[src/rtl/barcode_rx_param_if.sv]
// Receiver-to-navigation bundle: raw barcode line, decoded ID and status.
// The master side is the receiver, the slave side the consumer.
interface barcode_rx_param_if #(
    parameter int ID_W = 8
);
    logic            BC;
    logic            clr_ID_vld;
    logic            ID_vld;
    logic [ID_W-1:0] ID;
    logic            frm_err;
    logic            ovr;
    logic            busy;

    modport master (
        input  BC,
        input  clr_ID_vld,
        output ID_vld,
        output ID,
        output frm_err,
        output ovr,
        output busy
    );

    modport slave (
        output BC,
        output clr_ID_vld,
        input  ID_vld,
        input  ID,
        input  frm_err,
        input  ovr,
        input  busy
    );
endinterface

[src/rtl/barcode_rx_param.sv]
// Self-clocked station-ID barcode receiver; the bit period is learned
// from each frame's start bit.
module barcode_rx_param #(
    parameter int ID_W     = 8,
    parameter int VLD_BITS = 2,
    parameter int CNT_W    = 22,
    parameter int MIN_LOW  = 4
) (
    input logic                clk,
    input logic                rst,
    barcode_rx_param_if.master bus
);
    localparam int BW = $clog2(ID_W + 1);
    localparam logic [ID_W-1:0] VMASK =
        ID_W'(((32'd1 << VLD_BITS) - 32'd1) << (ID_W - VLD_BITS));

    typedef enum logic [2:0] {
        IDLE, CAP, WAIT_FALL, SAMP, DONE
    } state_t;

    state_t st, nxt;

    logic             s1, bc_s, bc_d;
    logic             fall, rise;
    logic [CNT_W-1:0] cnt, ref_len;
    logic [CNT_W+1:0] ref4, cnt_x;
    logic [BW-1:0]    bitcnt;
    logic [ID_W-1:0]  shreg, id_q;
    logic             id_vld_q, frm_err_q, ovr_q, busy_q;
    logic             cnt_max, hit, last, tmo, valid;
    logic             err_set, load;

    // Synchroniser resets to idle-high so reset never fakes a falling edge
    always_ff @(posedge clk or posedge rst) begin
        if (rst) begin
            s1   <= 1'b1;
            bc_s <= 1'b1;
            bc_d <= 1'b1;
        end else begin
            s1   <= bus.BC;
            bc_s <= s1;
            bc_d <= bc_s;
        end
    end

    assign fall    = !bc_s & bc_d;
    assign rise    = bc_s & !bc_d;
    assign cnt_max = &cnt;
    assign hit     = (cnt == ref_len);
    assign last    = (bitcnt == BW'(ID_W - 1));
    assign ref4    = {ref_len, 2'b00};
    assign cnt_x   = {2'b00, cnt};
    // A saturated counter also ends the wait when 4*ref is out of reach
    assign tmo     = (cnt_x >= ref4) || cnt_max;
    assign valid   = ((shreg & VMASK) == '0);

    always_ff @(posedge clk or posedge rst) begin
        if (rst) begin
            st     <= IDLE;
            busy_q <= 1'b0;
        end else begin
            st     <= nxt;
            busy_q <= (nxt != IDLE);
        end
    end

    always_comb begin
        nxt = st;
        unique case (st)
            IDLE: begin
                if (fall) nxt = CAP;
            end
            CAP: begin
                if (rise)
                    nxt = (cnt < CNT_W'(MIN_LOW)) ? IDLE : WAIT_FALL;
                else if (cnt_max)
                    nxt = IDLE;
            end
            WAIT_FALL: begin
                if (fall)     nxt = SAMP;
                else if (tmo) nxt = IDLE;
            end
            SAMP: begin
                if (hit) nxt = last ? DONE : WAIT_FALL;
            end
            DONE:    nxt = IDLE;
            default: nxt = IDLE;
        endcase
    end

    always_comb begin
        err_set = 1'b0;
        load    = 1'b0;
        unique case (st)
            CAP:       err_set = !rise && cnt_max;
            WAIT_FALL: err_set = !fall && tmo;
            DONE: begin
                load    = valid;
                err_set = !valid;
            end
            default: ;
        endcase
    end

    always_ff @(posedge clk or posedge rst) begin
        if (rst) begin
            cnt       <= '0;
            ref_len   <= '0;
            bitcnt    <= '0;
            shreg     <= '0;
            id_q      <= '0;
            id_vld_q  <= 1'b0;
            frm_err_q <= 1'b0;
            ovr_q     <= 1'b0;
        end else begin
            frm_err_q <= err_set;
            // A clear landing with a fresh set is not an overrun
            ovr_q <= load & id_vld_q & ~bus.clr_ID_vld;
            if (load) begin
                id_q     <= shreg;
                id_vld_q <= 1'b1;
            end else if (bus.clr_ID_vld) begin
                id_vld_q <= 1'b0;
            end
            unique case (st)
                IDLE: begin
                    bitcnt <= '0;
                    cnt    <= fall ? CNT_W'(1) : '0;
                end
                CAP: begin
                    if (rise) begin
                        if (cnt >= CNT_W'(MIN_LOW)) ref_len <= cnt;
                        cnt <= '0;
                    end else if (!bc_s && !cnt_max) begin
                        cnt <= cnt + 1'b1;
                    end
                end
                WAIT_FALL: begin
                    if (fall)          cnt <= CNT_W'(1);
                    else if (!cnt_max) cnt <= cnt + 1'b1;
                end
                SAMP: begin
                    if (hit) begin
                        shreg  <= {shreg[ID_W-2:0], bc_s};
                        bitcnt <= bitcnt + 1'b1;
                        cnt    <= '0;
                    end else if (!cnt_max) begin
                        cnt <= cnt + 1'b1;
                    end
                end
                default: cnt <= '0;
            endcase
        end
    end

    assign bus.ID      = id_q;
    assign bus.ID_vld  = id_vld_q;
    assign bus.frm_err = frm_err_q;
    assign bus.ovr     = ovr_q;
    assign bus.busy    = busy_q;
endmodule

[src/flat_wrapper.sv]
// flat-port wrapper written by rule: the top's interface ports become plain ports
module barcode_rx_param_flat 
#(
    parameter int ID_W     = 8,
    parameter int VLD_BITS = 2,
    parameter int CNT_W    = 22,
    parameter int MIN_LOW  = 4
)
  (clk, rst, bus_BC, bus_clr_ID_vld, bus_ID_vld, bus_ID, bus_frm_err, bus_ovr, bus_busy);
  barcode_rx_param_if #(.ID_W(ID_W)) bus_i ();
  input logic clk;
  input logic rst;
  input wire logic [$bits(bus_i.BC)-1:0] bus_BC;
  input wire logic [$bits(bus_i.clr_ID_vld)-1:0] bus_clr_ID_vld;
  output wire logic [$bits(bus_i.ID_vld)-1:0] bus_ID_vld;
  output wire logic [$bits(bus_i.ID)-1:0] bus_ID;
  output wire logic [$bits(bus_i.frm_err)-1:0] bus_frm_err;
  output wire logic [$bits(bus_i.ovr)-1:0] bus_ovr;
  output wire logic [$bits(bus_i.busy)-1:0] bus_busy;
  assign bus_i.BC = bus_BC;
  assign bus_i.clr_ID_vld = bus_clr_ID_vld;
  assign bus_ID_vld = bus_i.ID_vld;
  assign bus_ID = bus_i.ID;
  assign bus_frm_err = bus_i.frm_err;
  assign bus_ovr = bus_i.ovr;
  assign bus_busy = bus_i.busy;
  barcode_rx_param #(.ID_W(ID_W), .VLD_BITS(VLD_BITS), .CNT_W(CNT_W), .MIN_LOW(MIN_LOW)) u_core (.clk(clk), .rst(rst), .bus(bus_i));
endmodule
[config.mk]
export PLATFORM = sky130hd
export DESIGN_NAME = barcode_rx_param_flat
export DESIGN_NICKNAME = d
export VERILOG_FILES = /design/src/rtl/barcode_rx_param_if.sv /design/src/rtl/barcode_rx_param.sv /design/src/flat_wrapper.sv
export SDC_FILE = /design/constraint.sdc
export NUM_CORES = 1
export LEC_CHECK = 0
export BUFFER_PORTS_ARGS = -buffer_cell sky130_fd_sc_hd__buf_2
export CAP_MARGIN = 0
export CORE_MARGIN = 5
export CORE_UTILIZATION = 40
export CTS_BUF_LIST = sky130_fd_sc_hd__clkbuf_4 sky130_fd_sc_hd__clkbuf_8 sky130_fd_sc_hd__clkbuf_16
export CTS_CLUSTER_SIZE = 28
export DETAILED_ROUTE_END_ITERATION = 7
export PLACE_DENSITY = 0.59
export SYNTH_ARGS = -nofsm -noshare
export SYNTH_HDL_FRONTEND = slang
export SYNTH_SLANG_ARGS = --single-unit
[constraint.sdc]
create_clock -name clk -period 2.3 [get_ports clk]
set_input_delay 0.23 -clock clk [delete_from_list [all_inputs] [get_ports clk]]
set_output_delay 0.23 -clock clk [all_outputs]
set_load 0.01 [all_outputs]
Word-level counts from Yosys, hierarchy flattened
Cells that the tools add are included.

Logic and storage cells: 72. Register bits: 74. Output and inout port bits: 12. Bits of input ports: 4.

Magnitude comparators: 3. Muxes and demuxes: 22. Equality and inequality tests: 8. Reductions and logical operators: 19. Bitwise operators: 5. Add/sub/neg operators: 2.

Operator list (count): two-way mux 22 bit (5); case mux 22 bit (4 select lines) (1); greater-or-equal comparator 22 x 24 -> 1 bit (1); adder 22 x 1 -> 22 bit (second input constant) (1); == test 22 bit (1); greater-or-equal comparator 22 x 3 -> 1 bit (second input constant) (1); less-than comparator 22 x 3 -> 1 bit (second input constant) (1); AND reduction 22 bit (1); two-way mux 3 bit (7); case mux 3 bit (4 select lines) (1); logical NOT 8 bit (1); case mux 4 bit (2 select lines) (1); == test 3 x 2 -> 1 bit (second input constant) (2); logical NOT 1 bit (6); adder 4 x 1 -> 4 bit (second input constant) (1); AND 1 bit (4); == test 4 x 3 -> 1 bit (second input constant) (1); two-way mux 1 bit (4); two-way mux 4 bit (1); AND reduction 2 bit (2); nonzero test 2 bit (2); == test 3 x 1 -> 1 bit (second input constant) (1); == test 3 bit (second input constant) (1); logical AND 1 bit (3); other kinds (9) (9).

Depth between registers and ports, before layout
Gate-level depths: netlist of run 1.

Depth in word-level cells: 6. Mapped depth: 9. Gate-level depth less buffers: 9.

Worst setup path after synthesis of run 1
OpenSTA, ideal clock, no wires.

Path kind: reg2reg. Start point: reg u_core.cnt[15]. End point: reg u_core.cnt[12]. Library setup time: 136 ps. Clock period less this slack: 2092 ps. Required time: 2164 ps. Data arrival time: 1956 ps. Stages on the path, launching flop included: 9. Buffers on the path: 1. Path slack: 208 ps. Path through: dfrtp_1 -> buf_4 -> xor2_1 -> nor4_2 -> nand4_2 -> o311ai_2 -> nand2_2 -> o211ai_1 -> o311ai_1.

Cells in the longest elaborated chain, start to end: 4. Elaborated cells on any way between the ends: 9. Those cells by class: 2 x eq/ne; 4 x mux; 3 x reduce/logical.

Ends and longest elaborated chain: start, declared (RTL line barcode_rx_param.sv:25) `logic [CNT_W-1:0] cnt, ref_len;`; start signal, assigned (RTL line barcode_rx_param.sv:128) `cnt <= fall ? CNT_W'(1) : '0;`; start signal, assigned (RTL line barcode_rx_param.sv:135) `cnt <= cnt + 1'b1;`; start signal, assigned (RTL line barcode_rx_param.sv:140) `else if (!cnt_max) cnt <= cnt + 1'b1;`; AND reduction 22 bit (RTL line barcode_rx_param.sv:48) `assign cnt_max = &cnt;`; two-way mux 22 bit / logical NOT 1 bit (equally long branches); two-way mux 22 bit, or another cell as far along (RTL line barcode_rx_param.sv:143) `if (hit) begin`; case mux 22 bit (4 select lines) / inequality test 3 x 1 -> 1 bit (equally long branches).

Several ways; a longest one is shown, not always the timed one. A chain may end at the register's enable or synchronous reset.

Worst setup path in the final report of run 1
Start point: reg u_core.ref_len[17]. End point: reg u_core.shreg[5].

Cells in the longest elaborated chain, start to end: 2.

Ends and longest elaborated chain: start, declared (RTL line barcode_rx_param.sv:25); start signal, assigned (RTL line barcode_rx_param.sv:132) `if (cnt >= CNT_W'(MIN_LOW)) ref_len <= cnt;`; == test 22 bit (RTL line barcode_rx_param.sv:49) `assign hit = (cnt == ref_len);`; AND reduction 2 bit (no line); end signal, assigned (RTL line barcode_rx_param.sv:144) `shreg <= {shreg[ID_W-2:0], bc_s};`; end, declared (RTL line barcode_rx_param.sv:28) `logic [ID_W-1:0] shreg, id_q;`.

No other way between the ends.

==> impl_metrics.csv, run 1 <==
group,metric,value,unit
finish,diodes,0,
placed_design,place_area,4850,um^2
sta,rsz0062_at_grt,"true",
grt,antenna_found_initial,0,
floorplan,die-area,12900,um^2
floorplan,core_area,10400,um^2
synthesis,synth.most_common_cell,"dfrtp_1",
hold_path,hp-class,"in2reg",
synthesis,yosys_register_bits,74,
finish,final_cell_area,5460,um^2
synthesis,ys_seq_area_frac,0.433,
placed_design,gp_congestion,0.859,
pwr,p_total,3.06,mW
finish,layout-drive-gt1-share,0.356,
pwr,clockPowerShare,0.358,
critical_path,crit_path_start_kind,"flop",
synthesis,synth_fa_ha_area_frac,0.0672,
grt,grtUsageTotal,0.172,
pwr,p_seq_frac,0.446,
finish,nets,519,
synthesis,ys_warn_count,0,
drt,wl_per_cell,17.4,um
synthesis,synth_largest_area_cell,"dfrtp_1",
synthesis,synth-async-reset-ratio,1.00,
sta,max_slew_margin,0.521,
pwr,p_leak,2.66,nW
clock_tree,clk_path_buf_depth,2,
pwr,swShare,0.308,
floorplan,fp-row-count,37,
grt,first_global_vias,3363,
floorplan,io_pins,16,
sta,worst_slew_pin_slew,713,ps
pwr,netSwitchingPower,0.941,mW
floorplan,fp.dieW,113,um
sta,slew_violations,0,
sta,final-hold-violation-count,0,
floorplan,initial_core_util,0.413,
critical_path,critPathRequiredTime,2560,ps
synthesis,synth_area,4280,um^2
critical_path,critPathArrivalTime,2570,ps
sta,timing.fmax,433,MHz
drt,drc,0,
critical_path,worst_setup_path_end_kind,"flop",
drt,wl,11.0,mm
clock_tree,root_buffer,"clkbuf_8",
clock_tree,worst_skew_pair.late_latency,360,ps
drt,routed-wl-met2,5.12,mm
placed_design,dp_hpwl,7.61,mm
grt,grt_pass1_wl,17.6,mm
sta,setup_tns,-29.4,ps
synthesis,ys_types,59,
synthesis,synth_area_leaders,"dfrtp_1, mux2_2, ha_1",
drt,highest_layer,"met4",
critical_path,crit_start,"u_core.ref_len[17]",
hold_path,hold_start,"bus_clr_ID_vld",
grt,grt_overflow_total,0,
clock_tree,cts_sinks,74,
drt,wirelength_met1,5.14,mm
finish,final_cells,633,
pwr,comb_power_share,0.196,
sta,fin_crit_sh,1.00,
critical_path,critical_path_class,"reg2reg",
synthesis,netlist_top_cells_count,"dfrtp_1, mux2_2, nand2_1, inv_1",
critical_path,crit_path_max_fanout,4,
drt,num_vias,3425,
clock_tree,cts_made_buffers,9,
clock_tree,htree_levels,3,
outcome,status,"finished with violations",
drt,drt_first_pass_iters,5,
placed_design,dp.cells,600,
finish,utilization,0.526,
sta,layout_min_cycle_time,2310,ps
synthesis,synth_compound_area_frac,0.114,
clock_tree,cts_tree,"done",
finish,fillCellCount,988,
sta,setup_violations,3,
grt,grt_max_degree,75,
clock_tree,clk_pin_slew,90,ps
critical_path,r2r-start,"u_core.ref_len[17]",
drt,drtIter0Drc,186,
pwr,p_per_area,561,nW/um^2
synthesis,synth_fp_nets,445,
synthesis,synth_top_family_by_area,"simple AND/OR/NAND/NOR gates",
placed_design,portBuffers,15,
synthesis,synthSimpleGateAreaFrac,0.181,
pwr,p_int,2.12,mW
synthesis,ys.flop_type,"dfrtp_1",
drt,via_per_inst,5.41,
job,drv_cap,0,
synthesis,synth_cells,418,
sta,setup_slack,-10.3,ps
floorplan,fp.dieH,113,um
pwr,peakVddDrop,277,uV
sta,hold_slack,108,ps
synthesis,yosys.area.top_type_share,0.415,
outcome,violations,"negative setup slack",
synthesis,synth.area.mux_share,0.0912,
sta,skew,12.9,ps
drt,drtAntennaViolNets,0,
synthesis,synthXorXnorAreaFrac,0.0675,
finish,area_growth,27.5,%
drt,met3_length,478,um
synthesis,synth_edf_count,0,
placed_design,dp_slack,-23.8,ps
synthesis,syn_area_per_cell,10.2,um^2
## power groups by stage
stage | registers (mW) | clock network, mW | logic (mW)
after floorplan | 1.37 | 0 | 0.251
after global placement | 1.38 | 0 | 0.429
after detailed placement | 1.38 | 0 | 0.434
after CTS | 1.36 | 1.12 | 0.464
after global routing | 1.37 | 1.18 | 0.646
final | 1.37 | 1.10 | 0.599
## sequential cells by signal (all words and copies together) (netlist names), 3 cells and up
register,flops
u_core.shreg,8
u_core.bitcnt,4
u_core.ref_len,22
u_core.bus.ID,8
u_core.st,3
u_core.cnt,22
## cell type report
class / instances / area (um^2) / share of cell area
Multi-Input combinational cell: 298 / 2450 / 0.449
Sequential cell: 74 / 1860 / 0.340
Inverter: 28 / 106 / 0.0195
Clock inverter: 7 / 83.8 / 0.0154
Clock buffer: 9 / 124 / 0.0227
Tap cell: 136 / 170 / 0.0312
Timing Repair Buffer: 81 / 667 / 0.122
## cells in the final DEF (no fill, tap or decap), types with 12 or more instances in the layout
master	count
ha_1	22
dfrtp_1	69
buf_2	15
mux2_2	24
nand3_1	12
xor2_1	25
nand2_1	31
nor2_1	24
buf_4	54
inv_1	27
## final timing paths
| check | to | slack, ps | cells after the start |
|---|---|---|---|
| worst max-delay path | u_core.shreg[5] | -10 | 7 |
| worst min-delay path | u_core.bus.ovr | 110 | 3 |
| worst max register to register | u_core.shreg[5] | -10 | 7 |
| worst min register to register | u_core.bc_s | 370 | 0 |
| max in group asynchronous | u_core.bc_s | 1480 | 4 |
| min in group asynchronous | u_core.cnt[8] | 480 | 4 |
## worst max-delay path, cell delays in order, from the launching register on
cell and delay (ps):
dfrtp_1 420, xor2_1 160, nor4_2 410, nand4_2 250, buf_6 200, nor3_4 270, clkbuf_16 210, mux2_4 290
## cells by family (layout without fill, tap and decap cells)
| kind of cell | Yosys count | in the layout |
|---|---|---|
| fa+ha+maj | 23 | 23 |
| mux | 35 | 35 |
| xor+xnor | 33 | 33 |
| flops | 74 | 74 |
| simple gates | 139 | 139 |
| compound gates | 67 | 68 |
| buf+inv | 47 | 125 |
## layer usage
metal / vias up / GRT usage
met5: - / 0
met4: 0 / 0.0801
met3: 19 / 0.0345
met2: 81 / 0.261
met1: 1689 / 0.236
li1: 1636 / -
## timing repair
| action | in CTS | in global routing |
|---|---|---|
| hold buffers | 2 | 0 |
| gates cloned | 0 | 3 |
| hold endpoints to repair | 72 | 0 |
| endpoints found under the setup margin | 9 | 26 |
| resized for setup | 4 | 49 |
| setup buffers | 4 | 8 |
| pin swaps | 1 | 24 |
Note: power is estimated with default switching activity, not from simulation.
==> run 2, diff against run 1 <==
--- a/config.mk
+++ b/config.mk
@@ -5,6 +5,7 @@
 export SDC_FILE = /design/constraint.sdc
 export NUM_CORES = 1
 export LEC_CHECK = 0
+export ABC_AREA = 1
 export BUFFER_PORTS_ARGS = -buffer_cell sky130_fd_sc_hd__buf_2
 export CAP_MARGIN = 0
 export CORE_MARGIN = 5
@@ -12,7 +13,7 @@
 export CTS_BUF_LIST = sky130_fd_sc_hd__clkbuf_4 sky130_fd_sc_hd__clkbuf_8 sky130_fd_sc_hd__clkbuf_16
 export CTS_CLUSTER_SIZE = 28
 export DETAILED_ROUTE_END_ITERATION = 7
-export PLACE_DENSITY = 0.59
+export PLACE_DENSITY = 0.58
 export SYNTH_ARGS = -nofsm -noshare
 export SYNTH_HDL_FRONTEND = slang
 export SYNTH_SLANG_ARGS = --single-unit
==> run 2 against run 1 <==
The run now ends clean. Via count rose by 42%. Flip-flop and latch count did not move. Wire length rose by 28%. Worst hold slack got worse by 63 ps. Maximum frequency rose by 7.9%. Sequential power barely moved. Critical endpoint is now u_core.bus.busy. Largest cell class unchanged.
==> impl_metrics.csv, run 2 <==
group,metric,value,unit
sta,worst_slew_pin_slew,522,ps
drt,num_vias,4853,
clock_tree,cts_tree,"done",
finish,regArea,1860,um^2
sta,setup_tns,0,ps
grt,grtUsageTotal,0.200,
drt,drt_first_pass_iters,5,
grt,grt_overflow_total,0,
pwr,p_leak,2.93,nW
critical_path,critical_path_class,"reg2reg",
synthesis,synth-async-reset-ratio,1.00,
critical_path,critPathArrivalTime,2370,ps
synthesis,ys_seq_area_frac,0.365,
synthesis,ys_warn_count,0,
finish,area_growth,13.5,%
clock_tree,post_cts_buffers,0,
sta,rsz0062_at_grt,"false",
clock_tree,clk_path_buf_depth,2,
clock_tree,worst_skew_pair.late_latency,350,ps
sta,fin_crit_sh,0.931,
critical_path,r2r-start,"u_core.cnt[2]",
finish,fillCellCount,1329,
synthesis,synth_largest_area_cell,"dfrtp_1",
synthesis,synth_area_leaders,"dfrtp_1, nand2_1, nand3_1",
grt,first_global_vias,4612,
floorplan,fp.dieH,123,um
critical_path,crit_path_start_kind,"flop",
sta,slew_violations,0,
synthesis,ys.flop_type,"dfrtp_1",
finish,layout_common_cells,"nand2_1, inv_1, nand3_1",
floorplan,core_area,12500,um^2
finish,diodes,0,
sta,setup_violations,0,
outcome,status,"complete, no violations",
drt,drc,0,
pwr,peakVddDrop,470,uV
placed_design,gp_congestion,0.988,
finish,top_regs,"u_core.cnt (22), u_core.ref_len (22)",
clock_tree,cts_made_buffers,9,
drt,wl,14.0,mm
job,drv_cap,0,
synthesis,ys_types,35,
grt,grt_pass1_wl,23.4,mm
finish,nets,794,
placed_design,portBuffers,15,
drt,wl_per_cell,14.9,um
clock_tree,cts_sinks,74,
finish,multi_input_area,2770,um^2
pwr,p_per_area,659,nW/um^2
hold_path,hp-class,"in2reg",
floorplan,fp.dieW,123,um
clock_tree,clk_pin_slew,60,ps
finish,layout-drive-gt1-share,0.101,
drt,via_per_inst,5.14,
floorplan,initial_core_util,0.406,
synthesis,synth_edf_count,0,
critical_path,worst_setup_path_end_kind,"flop",
placed_design,dp_hpwl,10.5,mm
synthesis,synth.most_common_cell,"nand2_1",
clock_tree,htree_levels,3,
floorplan,fp-row-count,41,
sta,layout_min_cycle_time,2140,ps
sta,final-hold-violation-count,0,
grt,antenna_found_initial,0,
synthesis,netlist_top_cells_count,"nand2_1, inv_1, nand3_1, dfrtp_1, nor2_1",
sta,skew,6.04,ps
synthesis,synth_area,5080,um^2
floorplan,io_pins,16,
pwr,p_total,3.80,mW
synthesis,synth_cells,749,
drt,drtAntennaViolNets,0,
critical_path,crit_path_max_fanout,8,
synthesis,syn_area_per_cell,6.79,um^2
critical_path,r2r_setup_slack,160,ps
synthesis,yosys.area.top_type_share,0.349,
synthesis,yosys_register_bits,74,
finish,final_common_cell,"nand2_1",
sta,timing.fmax,467,MHz
clock_tree,root_buffer,"clkbuf_16",
critical_path,critPathRequiredTime,2530,ps
drt,drtIter0Drc,323,
grt,grt_max_degree,37,
critical_path,crit_start,"u_core.cnt[2]",
synthesis,synth_fp_nets,776,
sta,max_slew_margin,0.651,
critical_path,r2r_cells,11,
critical_path,crit_path_end,"u_core.bus.busy",
floorplan,die-area,15100,um^2
critical_path,r2r_end,"u_core.bus.busy",
[run 2: final cells by class]
cell class                      instances  area share
Multi-Input combinational cell        559       0.480
Sequential cell                        74       0.322
Inverter                               89      0.0581
Timing Repair Buffer                   34      0.0451
Clock buffer                           10      0.0414
Tap cell                              172      0.0373
Clock inverter                          6      0.0165
[run 2: logic make-up (layout without fill, tap and decap cells)]
kind of cell               after synthesis  in the layout  share of synthesized area
buffers and inverters                  116            139                     0.0913
DFF                                     74             74                      0.365
adders and majority gates               23             23                     0.0566
and+or+nand+nor                        455            455                      0.395
AOI/OAI and AO/OA                       68             68                     0.0701
xor gates and xnor gates                13             13                     0.0224
[run 2: power by group]
part / switching [mW] / internal, mW / total [mW]
combinational: 0.570 / 0.249 / 0.819
sequential: 0.0524 / 1.35 / 1.40
clock: 0.586 / 0.993 / 1.58
[run 2: worst min-delay path by stage]
stage | to | from | depth (start not counted) | slack, ps
finish | u_core.bus.ovr | bus_clr_ID_vld | 2 | 50
global route | u_core.bus.ovr | bus_clr_ID_vld | 2 | 40
CTS | u_core.bus.ovr | bus_clr_ID_vld | 2 | 40
detailed placement | u_core.bus.ID[6] | rst | 2 | 200
global placement | u_core.bus.ID[7] | rst | 2 | 200
floorplan | u_core.s1 | bus_BC | 0 | 230
[run 2: per-layer routing]
| layer | track usage | vias to the layer above | routed length, um |
|---|---|---|---|
| met5 | 0 | - | 0 |
| met1 | 0.270 | 2270 | 6510 |
| met2 | 0.318 | 136 | 6480 |
| met3 | 0.0378 | 27 | 713 |
| li1 | - | 2420 | - |
| met4 | 0.0777 | 0 | 338 |
[run 2: worst max-delay path: stages (launching register included)]
cell and delay (ps):
dfrtp_1 520, inv_1 140, ha_1 300, nand2_1 50
nand2_1 60, a21oi_1 70, o21ai_0 310, nand2_1 150
nand4_1 150, nor2_1 70, nor2_1 130, nand2_1 80
[run 2: per-stage QoR]
stage / hold WS [ps] / util / worst slack, ps / std cells / instance area (um^2)
2_1_floorplan: 234 / - / 193 / 749 / 5080
3_3_place_gp: 198 / 0.432 / 174 / 926 / 5410
3_5_place_dp: 200 / 0.432 / 135 / 926 / 5410
4_1_cts: 36.1 / 0.461 / 118 / 944 / 5770
5_1_grt: 43.4 / 0.461 / 16.6 / 944 / 5770
6_report: 45.8 / 0.461 / 158 / 944 / 5770
[run 2: timing repair]
item / 4_1_cts / 5_1_grt
endpoints found under the hold margin: 16 / 0
endpoints found under the setup margin: 0 / 4
gates resized for setup: 0 / 1
hold buffers: 2 / 0
